$ cat config.mk
export PLATFORM = sky130hd
export DESIGN_NAME = dma_output_bridge_flat
export DESIGN_NICKNAME = d
export VERILOG_FILES = /design/src/rtl/dma_pkg.sv /design/src/rtl/dma_output_bridge_if.sv /design/src/rtl/axis_out_fifo.sv /design/src/rtl/dma_output_bridge.sv /design/src/flat_wrapper.sv
export SDC_FILE = /design/constraint.sdc
export NUM_CORES = 1
export LEC_CHECK = 0
export ABC_CLOCK_PERIOD_IN_PS = 4900
export CORE_UTILIZATION = 23
export DETAILED_ROUTE_END_ITERATION = 10
export GPL_TIMING_DRIVEN = 0
export SLEW_MARGIN = 20
export SYNTH_ARGS = -nofsm -noshare
export SYNTH_HDL_FRONTEND = slang
export SYNTH_HIERARCHICAL = 1
export SYNTH_SLANG_ARGS = --single-unit
$ cat constraint.sdc
create_clock -name clk -period 4.9 [get_ports clk]
set_input_delay 0.98 -clock clk [delete_from_list [all_inputs] [get_ports clk]]
set_output_delay 0.98 -clock clk [all_outputs]
set_load 0.05 [all_outputs]
$ cat src/rtl/dma_pkg.sv
// Shared definitions for the DMA input/output bridges: transfer FSM encoding,
// default bus widths and a FIFO sizing helper.
package dma_pkg;

  localparam int DMA_DATA_W = 8;
  localparam int DMA_ADDR_W = 12;

  typedef enum logic [1:0] {
    ST_IDLE  = 2'd0,
    ST_READ  = 2'd1,
    ST_DRAIN = 2'd2,
    ST_DONE  = 2'd3
  } dma_state_t;

  // Occupancy counters must represent 0..depth inclusive.
  function automatic int fifo_cnt_w(input int depth);
    return $clog2(depth) + 1;
  endfunction

endpackage

$ cat src/rtl/dma_output_bridge_if.sv
// AXI-Stream link from the output bridge to the S2MM engine.
interface dma_output_bridge_if #(
  parameter int DATA_W = dma_pkg::DMA_DATA_W
) ();

  logic [DATA_W-1:0] tdata;
  logic              tvalid;
  logic              tlast;
  logic              tready;

  modport master (output tdata, output tvalid, output tlast, input tready);
  modport slave  (input tdata, input tvalid, input tlast, output tready);

endinterface

$ cat src/rtl/axis_out_fifo.sv
// Small synchronous FIFO with first-word fall-through: a word pushed into an
// empty FIFO is visible on head in the same cycle and may be popped straight away.
module axis_out_fifo
  import dma_pkg::*;
#(
  parameter  int WIDTH = 9,
  parameter  int DEPTH = 4,
  localparam int PTR_W = $clog2(DEPTH),
  localparam int CNT_W = fifo_cnt_w(DEPTH)
) (
  input  logic             clk,
  input  logic             reset,
  input  logic             push,
  input  logic [WIDTH-1:0] push_data,
  input  logic             pop,
  output logic [WIDTH-1:0] head,
  output logic [CNT_W-1:0] count,
  output logic             empty
);

  logic [WIDTH-1:0] mem [DEPTH];
  logic [PTR_W-1:0] wr_ptr;
  logic [PTR_W-1:0] rd_ptr;
  logic             bypass;
  logic             store;
  logic             take;

  assign empty  = (count == '0);
  assign bypass = empty && push && pop;
  assign store  = push && !bypass;
  assign take   = pop && !empty;
  assign head   = empty ? push_data : mem[rd_ptr];

  // NOTE: state registers use non-blocking assignments so every flop samples
  // pre-edge values regardless of process ordering.
  always_ff @(posedge clk) begin
    if (reset) begin
      wr_ptr <= '0;
      rd_ptr <= '0;
      count  <= '0;
    end else begin
      if (store) wr_ptr <= wr_ptr + PTR_W'(1);
      if (take)  rd_ptr <= rd_ptr + PTR_W'(1);
      count <= count + CNT_W'(store) - CNT_W'(take);
    end
  end

  // NOTE: storage is deliberately not reset; pointers and count define what
  // is valid, so stale contents are never observed.
  always_ff @(posedge clk) begin
    if (store) mem[wr_ptr] <= push_data;
  end

  // Upstream throttling must keep a full FIFO from being written.
  always_ff @(posedge clk) begin
    if (!reset) assert (!(store && !take && count == CNT_W'(DEPTH)));
  end

endmodule

$ cat src/rtl/dma_output_bridge.sv
// Drains one tile from output buffer A or B and streams it to the S2MM channel,
// throttling buffer reads so the 1-cycle read latency never overflows the FIFO.
module dma_output_bridge
  import dma_pkg::*;
#(
  parameter int DATA_W     = DMA_DATA_W,
  parameter int ADDR_W     = DMA_ADDR_W,
  parameter int FIFO_DEPTH = 4
) (
  input  logic              clk,
  input  logic              reset,
  input  logic              start,
  input  logic [ADDR_W:0]   len,
  input  logic              active_out_buf,
  output logic [ADDR_W-1:0] bufA_addr,
  output logic              bufA_re,
  input  logic [DATA_W-1:0] bufA_rdata,
  output logic [ADDR_W-1:0] bufB_addr,
  output logic              bufB_re,
  input  logic [DATA_W-1:0] bufB_rdata,
  dma_output_bridge_if.master m_axis,
  output logic              busy,
  output logic              dma_done
);

  localparam int              CNT_W       = fifo_cnt_w(FIFO_DEPTH);
  localparam logic [ADDR_W:0] ONE         = (ADDR_W + 1)'(1);
  localparam logic [CNT_W-1:0] ISSUE_LIMIT = CNT_W'(FIFO_DEPTH - 2);

  dma_state_t        state_q;
  dma_state_t        state_d;
  logic [ADDR_W:0]   len_q;
  logic [ADDR_W:0]   rd_cnt;
  logic              sel_q;
  logic              in_flight_q;
  logic              last_q;
  logic              accept;
  logic              issue;
  logic              issue_last;
  logic [CNT_W-1:0]  fifo_count;
  logic [CNT_W-1:0]  occupancy;
  logic              fifo_empty;
  logic [DATA_W:0]   push_data;
  logic [DATA_W:0]   head;
  logic              tvalid;
  logic              pop;

  assign accept     = (state_q == ST_IDLE) && start;
  // A read in flight already owns a FIFO slot, so it counts as occupied.
  assign occupancy  = fifo_count + CNT_W'(in_flight_q);
  assign issue      = (state_q == ST_READ) && (rd_cnt != len_q) && (occupancy <= ISSUE_LIMIT);
  assign issue_last = (rd_cnt == len_q - ONE);

  always_ff @(posedge clk) begin
    if (reset) state_q <= ST_IDLE;
    else       state_q <= state_d;
  end

  // NOTE: every output of this block gets a default first, so no path can
  // leave a value unassigned and infer a latch.
  always_comb begin
    state_d  = state_q;
    busy     = 1'b0;
    dma_done = 1'b0;
    unique case (state_q)
      ST_IDLE: begin
        if (start) state_d = (len == '0) ? ST_DONE : ST_READ;
      end
      ST_READ: begin
        busy = 1'b1;
        if (issue && issue_last) state_d = ST_DRAIN;
      end
      ST_DRAIN: begin
        busy = 1'b1;
        if (pop && head[DATA_W]) state_d = ST_DONE;
      end
      ST_DONE: begin
        dma_done = 1'b1;
        state_d  = ST_IDLE;
      end
      default: state_d = ST_IDLE;
    endcase
  end

  // Only the selected buffer sees reads; idle addresses park at zero.
  always_comb begin
    bufA_re   = issue && !sel_q;
    bufB_re   = issue && sel_q;
    bufA_addr = bufA_re ? rd_cnt[ADDR_W-1:0] : '0;
    bufB_addr = bufB_re ? rd_cnt[ADDR_W-1:0] : '0;
  end

  always_ff @(posedge clk) begin
    if (reset) begin
      len_q       <= '0;
      sel_q       <= 1'b0;
      rd_cnt      <= '0;
      in_flight_q <= 1'b0;
      last_q      <= 1'b0;
    end else begin
      in_flight_q <= issue;
      last_q      <= issue && issue_last;
      if (accept) begin
        len_q  <= len;
        sel_q  <= active_out_buf;
        rd_cnt <= '0;
      end else if (issue) begin
        rd_cnt <= rd_cnt + ONE;
      end
    end
  end

  // Read data returns one cycle after re and is tagged with its last flag.
  assign push_data = {last_q, (sel_q ? bufB_rdata : bufA_rdata)};

  axis_out_fifo #(
    .WIDTH (DATA_W + 1),
    .DEPTH (FIFO_DEPTH)
  ) u_fifo (
    .clk       (clk),
    .reset     (reset),
    .push      (in_flight_q),
    .push_data (push_data),
    .pop       (pop),
    .head      (head),
    .count     (fifo_count),
    .empty     (fifo_empty)
  );

  assign tvalid        = !fifo_empty || in_flight_q;
  assign pop           = tvalid && m_axis.tready;
  assign m_axis.tvalid = tvalid;
  assign m_axis.tdata  = tvalid ? head[DATA_W-1:0] : '0;
  assign m_axis.tlast  = tvalid && head[DATA_W];

endmodule

$ cat src/flat_wrapper.sv
// flat-port wrapper written by rule: the top's interface ports become plain ports
module dma_output_bridge_flat import dma_pkg::*;
#(
  parameter int DATA_W     = DMA_DATA_W,
  parameter int ADDR_W     = DMA_ADDR_W,
  parameter int FIFO_DEPTH = 4
)
  (clk, reset, start, len, active_out_buf, bufA_addr, bufA_re, bufA_rdata, bufB_addr, bufB_re, bufB_rdata, busy, dma_done, m_axis_tdata, m_axis_tvalid, m_axis_tlast, m_axis_tready);
  dma_output_bridge_if #(.DATA_W(DATA_W)) m_axis_i ();
  input  logic clk;
  input  logic reset;
  input  logic start;
  input  logic [ADDR_W:0] len;
  input  logic active_out_buf;
  output logic [ADDR_W-1:0] bufA_addr;
  output logic bufA_re;
  input  logic [DATA_W-1:0] bufA_rdata;
  output logic [ADDR_W-1:0] bufB_addr;
  output logic bufB_re;
  input  logic [DATA_W-1:0] bufB_rdata;
  output logic busy;
  output logic dma_done;
  output wire logic [$bits(m_axis_i.tdata)-1:0] m_axis_tdata;
  output wire logic [$bits(m_axis_i.tvalid)-1:0] m_axis_tvalid;
  output wire logic [$bits(m_axis_i.tlast)-1:0] m_axis_tlast;
  input wire logic [$bits(m_axis_i.tready)-1:0] m_axis_tready;
  assign m_axis_tdata = m_axis_i.tdata;
  assign m_axis_tvalid = m_axis_i.tvalid;
  assign m_axis_tlast = m_axis_i.tlast;
  assign m_axis_i.tready = m_axis_tready;
  dma_output_bridge #(.DATA_W(DATA_W), .ADDR_W(ADDR_W), .FIFO_DEPTH(FIFO_DEPTH)) u_core (.clk(clk), .reset(reset), .start(start), .len(len), .active_out_buf(active_out_buf), .bufA_addr(bufA_addr), .bufA_re(bufA_re), .bufA_rdata(bufA_rdata), .bufB_addr(bufB_addr), .bufB_re(bufB_re), .bufB_rdata(bufB_rdata), .m_axis(m_axis_i), .busy(busy), .dma_done(dma_done));
endmodule
# Yosys cells after proc, flatten, opt, wreduce, memory -nomap -nowiden
# Memory sizes are Yosys's and may differ from the RTL's. A register that Yosys moved wholly into a read port is not among the register bits.
# Index checks and enable logic that the tools add are counted.
[word_totals] output_inout_bits=38 inputBits=34 ram_bits=36 ff_bits=38 word_cells=65 mem_count=1
[op_classes] n_reduce_logical=23 add_sub_neg=7 n_eq_ne=8 n_mux=16 order_cmp=1
[memory_table] name="u_core.u_fifo.mem" words=4 word_bits=9 read_ports=1 rd_ports_with_merged_regs=1 wr=1 line_no="axis_out_fifo.sv:21" text="logic [WIDTH-1:0] mem [DEPTH];"
[op_table] op="$mux W12" count=2
[op_table] op="$mux W8" count=2
[op_table] op="$add A13 B1 Y13 const B" count=1
[op_table] op="$eq A13 B13 Y1" count=1
[op_table] op="$logic_and A1 B1 Y1" count=13
[op_table] op="$logic_not A13 Y1" count=1
[op_table] op="$ne A13 B13 Y1" count=1
[op_table] op="$sub A13 B1 Y13 const B" count=1
[op_table] op="$mux W2" count=6
[op_table] op="$mux W9" count=1
[op_table] op="$pmux W2 S4" count=1
[op_table] op="$add A3 B1 Y3" count=2
[op_table] op="$add A2 B1 Y2 const B" count=2
[op_table] op="$eq A2 B2 Y1 const B" count=2
[op_table] op="$mux W1" count=4
[op_table] op="$ne A2 B2 Y1 const B" count=2
[op_table] op="$reduce_or A2 Y1" count=2
[op_table] op="$le A3 B2 Y1 const B" count=1
[op_table] op="$logic_not A1 Y1" count=3
[op_table] op="$logic_not A3 Y1" count=1
[op_table] op="$reduce_and A3 Y1" count=1
[op_table] op="$sub A3 B1 Y3" count=1
[op_table] op="$eq A2 B1 Y1 const B" count=1
[op_table] op="$logic_not A2 Y1" count=1
[op_table] op="2 further kinds" count=2

# Longest topological paths before layout
[depth] depth_word=9 mapped_depth=14 mapped_depth_nobuf=13

# Hierarchy
# The synthesis kept the hierarchy.
[modules_own_cells] module="dma_output_bridge" area_per_inst_um2=2218.4 seq_area_each_um2=620.6 cells_each=279 instances=1
[modules_own_cells] module="axis_out_fifo" area_per_inst_um2=1864.3 seq_area_each_um2=1261.2 cells_each=105 instances=1

# Least setup slack after synthesis
# Ideal clock, no wire load.
[synth_path] kind="register -> output" from="reg u_core.rd_cnt[10]" to="out bufA_addr[10]" t_required_ns=3.920 slack_ns=1.484 arrival_ns=2.436 path_buffers=2 path_stages_with_launch=9 cell_sequence="dfxtp_1 > clkbuf_1 > or2_2 > a2111oi_0 > nand3_1 > o2111ai_2 > nor2_1 > clkbuf_1 > and2_1"
[synth_via] elab_chain_len=5
[synth_rtl] item="start, declared" line_no="dma_output_bridge.sv:33" text="logic [ADDR_W:0] rd_cnt;"
[synth_rtl] item="start signal, assigned" line_no="dma_output_bridge.sv:108" text="rd_cnt <= rd_cnt + ONE;"
[synth_rtl] item="$ne A13 B13 Y1" line_no="dma_output_bridge.sv:51" text="assign issue = (state_q == ST_READ) && (rd_cnt != len_q) && (occupancy <= ISSUE_LIMIT);"
[synth_rtl] item="$logic_and A1 B1 Y1 (2 in a row)" line_no="dma_output_bridge.sv:51"
[synth_rtl] item="$logic_and A1 B1 Y1" line_no="dma_output_bridge.sv:87" text="bufA_re = issue && !sel_q;"
[synth_rtl] item="net bufA_re" line_no="flat_wrapper.sv:16" text="output logic bufA_re;"
[synth_rtl] item="$mux W12" line_no="dma_output_bridge.sv:89" text="bufA_addr = bufA_re ? rd_cnt[ADDR_W-1:0] : '0;"
[synth_rtl] item="end, declared" line_no="flat_wrapper.sv:15" text="output logic [ADDR_W-1:0] bufA_addr;"
# The timed path passes the listed nets, and every way through them passes these cells.

# Worst setup path in the final report
[layout_path] from="reg u_core.rd_cnt[10]" to="out bufA_addr[10]"
[layout_via] elab_chain_len=5
[layout_rtl] item="$ne A13 B13 Y1" line_no="dma_output_bridge.sv:51"
[layout_rtl] item="$logic_and A1 B1 Y1 (2 in a row)" line_no="dma_output_bridge.sv:51"
[layout_rtl] item="$logic_and A1 B1 Y1" line_no="dma_output_bridge.sv:87"
[layout_rtl] item="$mux W12 *" line_no="dma_output_bridge.sv:89"
# Mark *: on every way between the ends. The rest lies on a longest branch, timed or not.

==> flow_summary_export.csv <==
group,metric,value,unit
status,outcome,"finished, final reports clean",
global_route,grt_pass1_vias,3054,
cts,cts_buffers,9,
yosys,async_reset_ff_share,0,%
yosys,synth_top_cells_by_area,"edfxtp_1, dfxtp_1, mux2_2",
yosys,yosysTopAreaCellShare,26.5,%
placed_design,port_buffers,70,
critical_path,crit_path_start_kind,"flop",
cts,cts.sinks,76,
critical_path,required,3920,ps
cells_and_area,syn_to_final_growth,31.2,%
yosys,synthesis.area,4080,µm²
critical_path,r2r_cells,14,
cells_and_area,mostFrequentLayoutCells,"clkdlybuf4s50_1, dfxtp_1, nand2_1",
yosys,synthAdderAreaFrac,5.09,%
die,row_count,48,
placed_design,dp_hpwl,7.40,mm
placed_design,dp_cells,679,
yosys,synth.distinct_cells,55,
yosys,synth-edff-count,36,
critical_path,arrival,3550,ps
yosys,yosysSeqAreaShare,46.1,%
cts,cts_htree_levels,3,
yosys,synth_top_family_by_area,"simple AND/OR/NAND/NOR gates",
cts,insertion_delay,340,ps
placed_design,post_dp_cell_area,5060,µm²
cells_and_area,antenna_cells,0,
timing,setup_violations,0,
cells_and_area,seq_area,1880,µm²
timing,fmax,221,MHz
yosys,ys_warn_count,6,
yosys,syn_nets,434,
cells_and_area,layout-drive-gt1-share,11.9,%
drt,finalWirelength,9.76,mm
cts,postCtsSetupBuffers,0,
global_route,grtUsageTotal,11.2,%
cells_and_area,finish.utilization,31.0,%
cts,cts_resized,0,
yosys,avgSynthCellArea,10.6,µm²
yosys,synth-compound-area-share,7.69,%
critical_path,worstSetupPathType,"reg2out",
placed_design,dp_slack,754,ps
cts,cts_tree,"yes",
timing,timing.final.crit_share,92.5,%
drt,drc,0,
critical_path,crit_fanout,10,
die,core,17300,µm²
global_route,grt_antenna_before_repair,0,
timing,relSlewSlack,53.9,%
die,initial_core_util,23.6,%
critical_path,cp-end-kind,"output port",
yosys,synth_seq_cells,76,
cts,holdBufCountCts,0,
cts,clk_path_buf_depth,2,
drt,vias,3112,
cells_and_area,multi_input_area,2070,µm²
cells_and_area,nets,515,
pwr,power_density,474,nW/µm²
worst_hold_path,hold_path_depth,2,
yosys,synth-simple-area-share,20.3,%
timing,worst_slack,369,ps
yosys,yosys.area.top_type,"edfxtp_1",
cells_and_area,instances_no_fill,695,
timing,final.setup_skew,8.74,ps
timing,rsz0062_at_grt,"false",
worst_hold_path,hp-class,"reg2reg",
pwr,p_leak,1.95,nW
cells_and_area,nFillCells,1777,
drt,antenna_left,0,
global_route,grt_max_degree,17,
timing,slew_violations,0,
global_route,grt_pass1_wl,15.6,mm
drt,via_per_inst,4.48,
timing,fin_crit,4530,ps
global_route,grt_overflow,0,
cts,root_buffer,"clkbuf_16",
yosys,synth.area.mux_share,10.7,%
cells_and_area,fin_area,5360,µm²
die,die_h,135,µm
cells_and_area,layout_commonest_cell,"clkdlybuf4s50_1",
pwr,vdd_drop_max,336,µV
drt,drtIter0Drc,182,
flow_run,maxCapViolCount,0,
placed_design,routabilityCongestion,0.829,
yosys,synth_xor_area_share,6.96,%
timing,fin_tns_setup,0,ps
die,dieArea,18300,µm²
yosys,synth-main-ff-cell,"dfxtp_1",
yosys,syn_inst,384,
die,io_pins,72,
drt,wl_per_cell,14.0,µm
cts,clk_pin_slew,70,ps
timing,timing.final.hold_violations,0,
timing,tightest_slew,685,ps
die,die_w,135,µm
drt,first_pass_iters,4,
==> cell usage after synthesis (all sizes together), types with 2 or more instances <==
master   instances
xor2            23
and2            28
a21oi           21
or3              3
or4              4
nand2           39
nand4           10
edfxtp          36
mux2            18
dfxtp           40
a2111oi          2
inv             11
nor2b            4
nor4b            2
and3            16
clkbuf          16
ha              15
mux4             9
buf              5
nor4             2
nand2b           5
nor3             7
mux2i            3
a31oi            3
xnor2            6
o21ai            5
nand3            3
nor2            28
==> per-stage QoR <==
step                power, mW  hold slack, ps
floorplan                1.60             448
global placement         1.90             466
detailed placement       1.92             485
CTS                      2.58             493
global route             2.69             509
finish                   2.54             492
==> cell type report <==
class / instances / area share [%]
inverters: 11 / 0.771
flip-flops and latches: 76 / 35.1
clock buffers: 9 / 4.21
repair buffers: 70 / 13.1
well taps: 225 / 5.26
plain buffers: 21 / 1.66
clock inverters: 7 / 1.21
multi-input cells: 276 / 38.7
==> worst max-delay path: stages (launching register included) <==
cell,delay [ps]
dfxtp_1,300
clkbuf_1,210
or2_2,340
a2111oi_0,530
nand3_1,210
o2111ai_2,320
nor2_1,130
clkbuf_1,230
and2_1,220
clkdlybuf4s50_1,710
==> sequential cells by signal, summed over array words and instances, names as in the netlist, named ones only <==
name,flops
u_core/rd_cnt,13
u_core/last_q,1
u_core/len_q,13
u_core/sel_q,1
u_core/u_fifo/rd_ptr,2
u_core/u_fifo/count,3
u_core/u_fifo/wr_ptr,2
u_core/u_fifo/mem,36
u_core/state_q,2
u_core/in_flight_q,1
==> where the power goes <==
group	total (mW)	leakage (nW)	switching (mW)	internal [mW]
clock network	0.646	0.141	0.290	0.356
logic	1.09	1.16	0.660	0.435
registers	0.799	0.651	0.0635	0.735
==> cell families after synthesis <==
logic type,after synthesis
xor+xnor,30
compound gates,44
flops,76
simple gates,156
buf+inv,32
fa+ha+maj,16
mux,30
==> worst paths after layout <==
path | startpoint | endpoint | slack, ps
worst min register to register | u_core/len_q[12] | u_core/len_q[12] | 490
worst max register to register | u_core/u_fifo/count[1] | u_core/u_fifo/count[2] | 1730
worst max-delay path | u_core/rd_cnt[10] | bufA_addr[10] | 370
worst min-delay path | u_core/len_q[12] | u_core/len_q[12] | 490
==> metal layers <==
| metal | track usage [%] | vias up | wire (µm) |
|---|---|---|---|
| li1 | - | 1534 | - |
| met1 | 14.6 | 1470 | 4450 |
| met2 | 18.1 | 97 | 4580 |
| met3 | 2.17 | 11 | 550 |
| met4 | 4.18 | 0 | 178 |
| met5 | 0 | - | 0 |
Note: power is estimated with default switching activity, not from simulation.
